## src/rtl/sw_debounce_pkg.sv

```systemverilog
// -----------------------------------------------------------------------------
// sw_pkg
// Shared constants and types for the switch-conditioning stage.
//   SW_WIDTH            - number of board slide switches
//   SW_DEBOUNCE_DEFAULT - debounce length for hardware (10 ms at 100 MHz)
//   SW_DEBOUNCE_SIM     - short debounce length for simulation
//   db_state_e          - per-bit debounce state, kept for debug visibility
// -----------------------------------------------------------------------------
package sw_pkg;

  localparam int SW_WIDTH            = 8;
  localparam int SW_DEBOUNCE_DEFAULT = 1_000_000;
  localparam int SW_DEBOUNCE_SIM     = 4;

  typedef enum logic [1:0] {
    IDLE     = 2'd0,
    COUNTING = 2'd1,
    COMMIT   = 2'd2
  } db_state_e;

  // Counter width large enough to hold 0 .. cycles-1 (and cycles itself).
  function automatic int cntWidth(input int cycles);
    return $clog2(cycles + 1);
  endfunction

endpackage

```

## src/rtl/sw_debounce_if.sv

```systemverilog
// -----------------------------------------------------------------------------
// sw_debounce_if
// Bundles the raw switch input with the conditioned outputs.
//   sw_in     - raw, asynchronous, bouncing switch levels
//   sw_stable - debounced switch levels
//   sw_rise   - one-cycle pulse per bit on a debounced 0->1
//   sw_fall   - one-cycle pulse per bit on a debounced 1->0
// Modports:
//   master - the side that supplies sw_in and consumes the conditioned outputs
//   slave  - the debouncer itself
// -----------------------------------------------------------------------------
interface sw_debounce_if
  import sw_pkg::*;
#(
  parameter int WIDTH = SW_WIDTH
);

  logic [WIDTH-1:0] sw_in;
  logic [WIDTH-1:0] sw_stable;
  logic [WIDTH-1:0] sw_rise;
  logic [WIDTH-1:0] sw_fall;

  modport master (
    output sw_in,
    input  sw_stable,
    input  sw_rise,
    input  sw_fall
  );

  modport slave (
    input  sw_in,
    output sw_stable,
    output sw_rise,
    output sw_fall
  );

endinterface

```

## src/rtl/sw_debounce_bit.sv

```systemverilog
// -----------------------------------------------------------------------------
// debounce_bit
// Conditions a single switch bit: two-flop synchronizer, mismatch counter,
// stable flop and (optionally) registered edge pulses.
// Ports:
//   clk      - system clock, rising edge
//   rst      - asynchronous active-high reset
//   sw_i     - raw switch level
//   stable_o - debounced level
//   rise_o   - one-cycle pulse in the first cycle stable_o is 1 after 0
//   fall_o   - one-cycle pulse in the first cycle stable_o is 0 after 1
// Build option: SW_DEBOUNCE_EDGE_EN builds the edge-pulse registers; without
// it rise_o/fall_o are tied to 0 and stable_o is unaffected.
// -----------------------------------------------------------------------------
module debounce_bit
  import sw_pkg::*;
#(
  parameter int DEBOUNCE_CYCLES = SW_DEBOUNCE_DEFAULT,
  parameter int CNT_W           = cntWidth(DEBOUNCE_CYCLES)
) (
  input  logic clk,
  input  logic rst,
  input  logic sw_i,
  output logic stable_o,
  output logic rise_o,
  output logic fall_o
);

  localparam logic [CNT_W-1:0] LAST = CNT_W'(DEBOUNCE_CYCLES - 1);

  logic             s1_q;
  logic             s2_q;
  logic             st_q;
  logic             st_d;
  logic [CNT_W-1:0] cnt_q;
  logic [CNT_W-1:0] cnt_d;
  db_state_e        state_w;

  // Classify this cycle. Any cycle where the synchronized input agrees with
  // the stable value is IDLE, which is what throws away a partial count when
  // the input bounces back.
  always_comb begin
    state_w = IDLE;
    if (s2_q != st_q) begin
      state_w = (cnt_q == LAST) ? COMMIT : COUNTING;
    end
  end

  // Next-state for the counter and stable flop. The counter never passes
  // LAST, so no wrap-around handling is needed.
  always_comb begin
    st_d  = st_q;
    cnt_d = '0;
    case (state_w)
      IDLE:     cnt_d = '0;
      COUNTING: cnt_d = cnt_q + CNT_W'(1);
      COMMIT: begin
        st_d  = s2_q;
        cnt_d = '0;
      end
      default:  cnt_d = '0;
    endcase
  end

  // Synchronizer, counter and stable flop. Only s2_q is used past the
  // synchronizer so metastability on s1_q never reaches the counter.
  always_ff @(posedge clk or posedge rst) begin
    if (rst) begin
      s1_q  <= 1'b0;
      s2_q  <= 1'b0;
      st_q  <= 1'b0;
      cnt_q <= '0;
    end else begin
      s1_q  <= sw_i;
      s2_q  <= s1_q;
      st_q  <= st_d;
      cnt_q <= cnt_d;
    end
  end

  assign stable_o = st_q;

`ifdef SW_DEBOUNCE_EDGE_EN
  logic rise_q;
  logic fall_q;

  // The pulse is registered on the same edge that commits the new stable
  // value, so it lines up with the first cycle of the new level. Only one of
  // the two can be set because COMMIT carries a single direction.
  always_ff @(posedge clk or posedge rst) begin
    if (rst) begin
      rise_q <= 1'b0;
      fall_q <= 1'b0;
    end else begin
      rise_q <= (state_w == COMMIT) &&  s2_q;
      fall_q <= (state_w == COMMIT) && !s2_q;
    end
  end

  assign rise_o = rise_q;
  assign fall_o = fall_q;
`else
  assign rise_o = 1'b0;
  assign fall_o = 1'b0;
`endif

endmodule

```

## src/rtl/sw_debounce.sv

```systemverilog
// -----------------------------------------------------------------------------
// sw_debounce
// Synchronizes and debounces the board slide switches, one independent
// debounce_bit per switch.
// Parameters:
//   WIDTH           - number of switch bits (must match the interface WIDTH)
//   DEBOUNCE_CYCLES - stable-mismatch cycles before an output bit changes,
//                     1 .. 2^24-1
// Ports:
//   clk - system clock, rising edge
//   rst - asynchronous active-high reset
//   bus - sw_debounce_if slave: sw_in in; sw_stable, sw_rise, sw_fall out
// Build option: SW_DEBOUNCE_EDGE_EN enables the sw_rise/sw_fall pulses;
// without it both are held at 0.
// -----------------------------------------------------------------------------
module sw_debounce
  import sw_pkg::*;
#(
  parameter int WIDTH           = SW_WIDTH,
  parameter int DEBOUNCE_CYCLES = SW_DEBOUNCE_DEFAULT
) (
  input  logic           clk,
  input  logic           rst,
  sw_debounce_if.slave   bus
);

  logic [WIDTH-1:0] stable_w;
  logic [WIDTH-1:0] rise_w;
  logic [WIDTH-1:0] fall_w;

  // One conditioner per switch; bits share nothing but the clock and reset.
  for (genvar i = 0; i < WIDTH; i++) begin : g_bit
    debounce_bit #(
      .DEBOUNCE_CYCLES (DEBOUNCE_CYCLES)
    ) u_bit (
      .clk      (clk),
      .rst      (rst),
      .sw_i     (bus.sw_in[i]),
      .stable_o (stable_w[i]),
      .rise_o   (rise_w[i]),
      .fall_o   (fall_w[i])
    );
  end

  assign bus.sw_stable = stable_w;
  assign bus.sw_rise   = rise_w;
  assign bus.sw_fall   = fall_w;

endmodule

```

## src/flat_wrapper.sv

```systemverilog
// flat-port wrapper written by rule: the top's interface ports become plain ports
module sw_debounce_flat import sw_pkg::*;
#(
  parameter int WIDTH           = SW_WIDTH,
  parameter int DEBOUNCE_CYCLES = SW_DEBOUNCE_DEFAULT
)
  (clk, rst, bus_sw_in, bus_sw_stable, bus_sw_rise, bus_sw_fall);
  sw_debounce_if #(.WIDTH(WIDTH)) bus_i ();
  input  logic clk;
  input  logic rst;
  input wire logic [$bits(bus_i.sw_in)-1:0] bus_sw_in;
  output wire logic [$bits(bus_i.sw_stable)-1:0] bus_sw_stable;
  output wire logic [$bits(bus_i.sw_rise)-1:0] bus_sw_rise;
  output wire logic [$bits(bus_i.sw_fall)-1:0] bus_sw_fall;
  assign bus_i.sw_in = bus_sw_in;
  assign bus_sw_stable = bus_i.sw_stable;
  assign bus_sw_rise = bus_i.sw_rise;
  assign bus_sw_fall = bus_i.sw_fall;
  sw_debounce #(.WIDTH(WIDTH), .DEBOUNCE_CYCLES(DEBOUNCE_CYCLES)) u_core (.clk(clk), .rst(rst), .bus(bus_i));
endmodule
```

## config.mk

```make
export PLATFORM = sky130hd
export DESIGN_NAME = sw_debounce_flat
export DESIGN_NICKNAME = d
export VERILOG_FILES = /design/src/rtl/sw_debounce_pkg.sv /design/src/rtl/sw_debounce_if.sv /design/src/rtl/sw_debounce_bit.sv /design/src/rtl/sw_debounce.sv /design/src/flat_wrapper.sv
export SDC_FILE = /design/constraint.sdc
export NUM_CORES = 1
export LEC_CHECK = 0
export CORE_ASPECT_RATIO = 1.2
export CORE_MARGIN = 1.5
export CORE_UTILIZATION = 27
export CTS_CLUSTER_SIZE = 10
export DETAILED_ROUTE_END_ITERATION = 12
export GPL_ROUTABILITY_DRIVEN = 0
export GPL_TIMING_DRIVEN = 0
export PLACE_DENSITY_LB_ADDON = 0.12
export SLEW_MARGIN = 0
export SYNTH_ARGS = -nofsm -noshare
export SYNTH_HDL_FRONTEND = slang
export SYNTH_SLANG_ARGS = --single-unit
```

## constraint.sdc

```tcl
create_clock -name clk -period 7.4 [get_ports clk]
set_input_delay 0.74 -clock clk [delete_from_list [all_inputs] [get_ports clk]]
set_output_delay 0.74 -clock clk [all_outputs]
set_load 0.05 [all_outputs]
```

==> impl_metrics.py <==
metrics = {
    "outcome": {
        "run_status": "finished clean",
    },
    "clock_tree": {
        "path_clk_slew_ns": 0.08,
        "cts_tree": "done",
        "cts_resized": 0,
        "post_cts_buffers": 0,
        "ctsHoldBuffers": 0,
        "cts_max_path_buffers": 2,
        "cts_root_buf": "clkbuf_16",
        "clock_latency_ns": 0.44,
        "cts.sinks": 184,
        "numCtsBuffers": 17,
        "ctsHtreeMaxLevel": 4,
    },
    "floorplanning": {
        "die_area_mm2": 0.0341,
        "coreArea_mm2": 0.0323,
        "start_util_pct": 27.6,
        "die_h_um": 202,
        "num_rows": 72,
        "num_io_pins": 34,
        "die_w_um": 169,
    },
    "sta": {
        "timing.fmax_mhz": 404,
        "hold_viol": 0,
        "timing.final.crit_share_pct": 33.4,
        "fin_skew_ns": 0.0152,
        "finalSetupTns_ns": 0,
        "tightestPinTransition_ns": 0.737,
        "setup_viol": 0,
        "rsz0062_at_grt": "no",
        "drv_slew": 0,
        "period_needed_ns": 2.47,
        "slew_headroom_pct": 50.6,
    },
    "placement": {
        "place_area_mm2": 0.00969,
        "dp_hpwl_um": 11500,
        "port_buffers": 17,
    },
    "yosys": {
        "synth_top_area_share_pct": 51.6,
        "syn_avg_cell_area_um2": 9.87,
        "synth_edf_count": 0,
        "synth-async-reset-ratio_pct": 100,
        "syn_inst": 904,
        "synthTopCellsByArea": "dfrtp_1 (52%), xnor2_1 (8.5%), nor2_1 (6.3%), xor2_1 (3.0%), nand4_1 (2.9%)",
        "synth.distinct_cells": 46,
        "synth_area_mm2": 0.00892,
        "synth_ff_type": "dfrtp_1",
        "synth-warning-count": 0,
        "ys_seq_area_share_pct": 51.6,
        "synth_area_leader_cell": "dfrtp_1",
        "ys_ff_latch": 184,
    },
    "setup_path": {
        "rr_startpoint": "u_core.g_bit[5].u_bit.cnt_q[0]",
        "r2r_end": "u_core.g_bit[5].u_bit.cnt_q[18]",
        "worstSetupPathType": "register to output port",
        "setup.worst_path.end_class": "output port",
        "ff2ff_path_depth": 5,
        "endpoint": "bus_sw_stable[4]",
        "reg2reg_slack_ns": 5.10,
        "cp_max_fo": 3,
        "crit_start": "u_core.g_bit[4].u_bit.stable_o",
        "cp.required_ns": 6.66,
        "worstPathArrival_ns": 1.73,
        "critical_path.startpoint_type": "register",
    },
    "global_routing": {
        "antenna_found_initial": 0,
        "groute.usage.overall_pct": 11.1,
        "grt.overflow.total": 0,
        "grt_pass1_vias": 6452,
        "grt_pass1_wl_um": 31200,
        "grt_max_degree": 118,
    },
    "power": {
        "design_power_total_mw": 2.04,
        "cellLeakagePower_nw": 3.99,
        "switchingPower_uw": 516,
        "comb_power_share_pct": 4.4,
        "clkPwrFrac_pct": 45.0,
        "sw_frac_of_total_pct": 25.3,
        "seqPwrFrac_pct": 50.5,
        "ir_drop_uv": 137,
        "p_int_mw": 1.53,
        "p_per_area_mw_per_mm2": 199,
    },
    "drt": {
        "wl_um": 17300,
        "routed.top_layer": "met4",
        "wl_met2_um": 8560,
        "first_pass_iters": 6,
        "drc": 0,
        "vias_per_cell": 4.62,
        "drt-met1-wl_um": 8290,
        "post_drt_wl_per_cell_um": 12.6,
        "dr_wl_met3_um": 278,
        "num_vias": 6361,
        "drt_iter0_markers": 322,
        "detail-route-antenna-nets": 0,
    },
    "flow_run": {
        "maxCapViolCount": 0,
    },
    "cells_and_area": {
        "synthToLayoutAreaGrowth_pct": 15.2,
        "fin_area_mm2": 0.0103,
        "nets": 974,
        "antenna_cells": 0,
        "layout-drive-gt1-share_pct": 9.08,
    },
    "hold_path": {
        "hp-class": "register to register",
    },
}
==> cell type report <==
type	count	area, um^2
Timing Repair Buffer	18	198
Tap cell	407	509
Inverter	38	150
Sequential cell	184	4600
Clock inverter	14	159
Fill cell	3339	22100
Clock buffer	18	429
Buffer	41	260
Multi-Input combinational cell	656	3970
==> cells in the mapped netlist, types with 11 or more instances <==
cell	n
dfrtp_1	184
nor2_1	150
xnor2_1	87
nand2_1	48
nand3_1	47
nand4_1	41
nor4_1	40
nor3_1	39
inv_1	38
xor2_1	31
a21oi_1	27
buf_4	24
o21ai_0	18
or3_1	15
clkbuf_1	14
or4_1	11
==> placed cells by master (no fill, tap or decap), types with 10 or more instances in the layout <==
| cell type | netlist | layout |
|---|---|---|
| a21oi_1 | 27 | 27 |
| and3_1 | 10 | 10 |
| buf_4 | 24 | 24 |
| clkbuf_1 | 14 | 15 |
| clkbuf_16 | 0 | 17 |
| clkdlybuf4s50_1 | 0 | 17 |
| conb_1 | 1 | 16 |
| dfrtp_1 | 184 | 184 |
| inv_1 | 38 | 37 |
| nand2_1 | 48 | 48 |
| nand3_1 | 47 | 47 |
| nand4_1 | 41 | 41 |
| nor2_1 | 150 | 150 |
| nor3_1 | 39 | 39 |
| nor4_1 | 40 | 40 |
| o21ai_0 | 18 | 18 |
| or3_1 | 15 | 15 |
| or4_1 | 11 | 11 |
| xnor2_1 | 87 | 87 |
| xor2_1 | 31 | 31 |
==> flip-flops by register name (all words and copies together), names as in the netlist <==
name	cells
u_core.g_bit.u_bit.s2_q	8
u_core.g_bit.u_bit.stable_o	8
u_core.g_bit.u_bit.cnt_q	160
u_core.g_bit.u_bit.s1_q	8
==> logic make-up (layout without fill, tap and decap cells) <==
family	Yosys count	after routing	share of synthesized area, %
adder cells (fa/ha/maj)	8	8	1.12
multiplexers	14	14	1.68
AO/OA/AOI/OAI	69	69	5.04
flip-flops	184	184	51.6
AND/OR/NAND/NOR	431	431	24.4
XOR/XNOR	118	118	11.6
buffers and inverters	79	129	4.52
other	1	16	0.0420
==> per-layer routing <==
layer | GRT usage (%) | vias to the layer above
met2 | 18.9 | 36
met5 | 0 | -
li1 | - | 3232
met3 | 2.29 | 10
met1 | 14.0 | 3083
met4 | 3.73 | 0
==> through the flow <==
stage                     util, %  worst slack, ns  instances  hold WS, ns
after global placement       29.9            -1.47       1343        0.331
after CTS                    31.8             4.88       1376        0.353
after floorplan                 -             1.66        919        0.331
final                        31.8             4.93       1376        0.351
after detailed placement     30.0             5.07       1344        0.335
after global routing         31.8             4.84       1376        0.356
==> critical path: stages, from the launching register on <==
cell and delay (ns):
dfrtp_1 0.39, buf_4 0.12, clkdlybuf4s50_1 0.79
==> worst min path at each step <==
stage                                    start                          to  slack, ns  cells after the start
finish              u_core.g_bit[4].u_bit.s1_q  u_core.g_bit[4].u_bit.s2_q       0.35                      0
global route        u_core.g_bit[2].u_bit.s1_q  u_core.g_bit[2].u_bit.s2_q       0.36                      0
CTS                 u_core.g_bit[4].u_bit.s1_q  u_core.g_bit[4].u_bit.s2_q       0.35                      0
detailed placement  u_core.g_bit[4].u_bit.s1_q  u_core.g_bit[4].u_bit.s2_q       0.33                      0
global placement    u_core.g_bit[4].u_bit.s1_q  u_core.g_bit[4].u_bit.s2_q       0.33                      0
floorplan           u_core.g_bit[0].u_bit.s1_q  u_core.g_bit[0].u_bit.s2_q       0.33                      0
==> power groups by stage <==
stage               sequential, mW  clock [mW]  combinational, mW
CTS                           1.03       0.966             0.0945
detailed placement            1.05           0             0.0943
global placement              1.05           0             0.0927
global route                  1.04        1.00              0.105
floorplan                     1.05           0             0.0702
finish                        1.03       0.921             0.0905
Power figures use the tool's default switching activity.
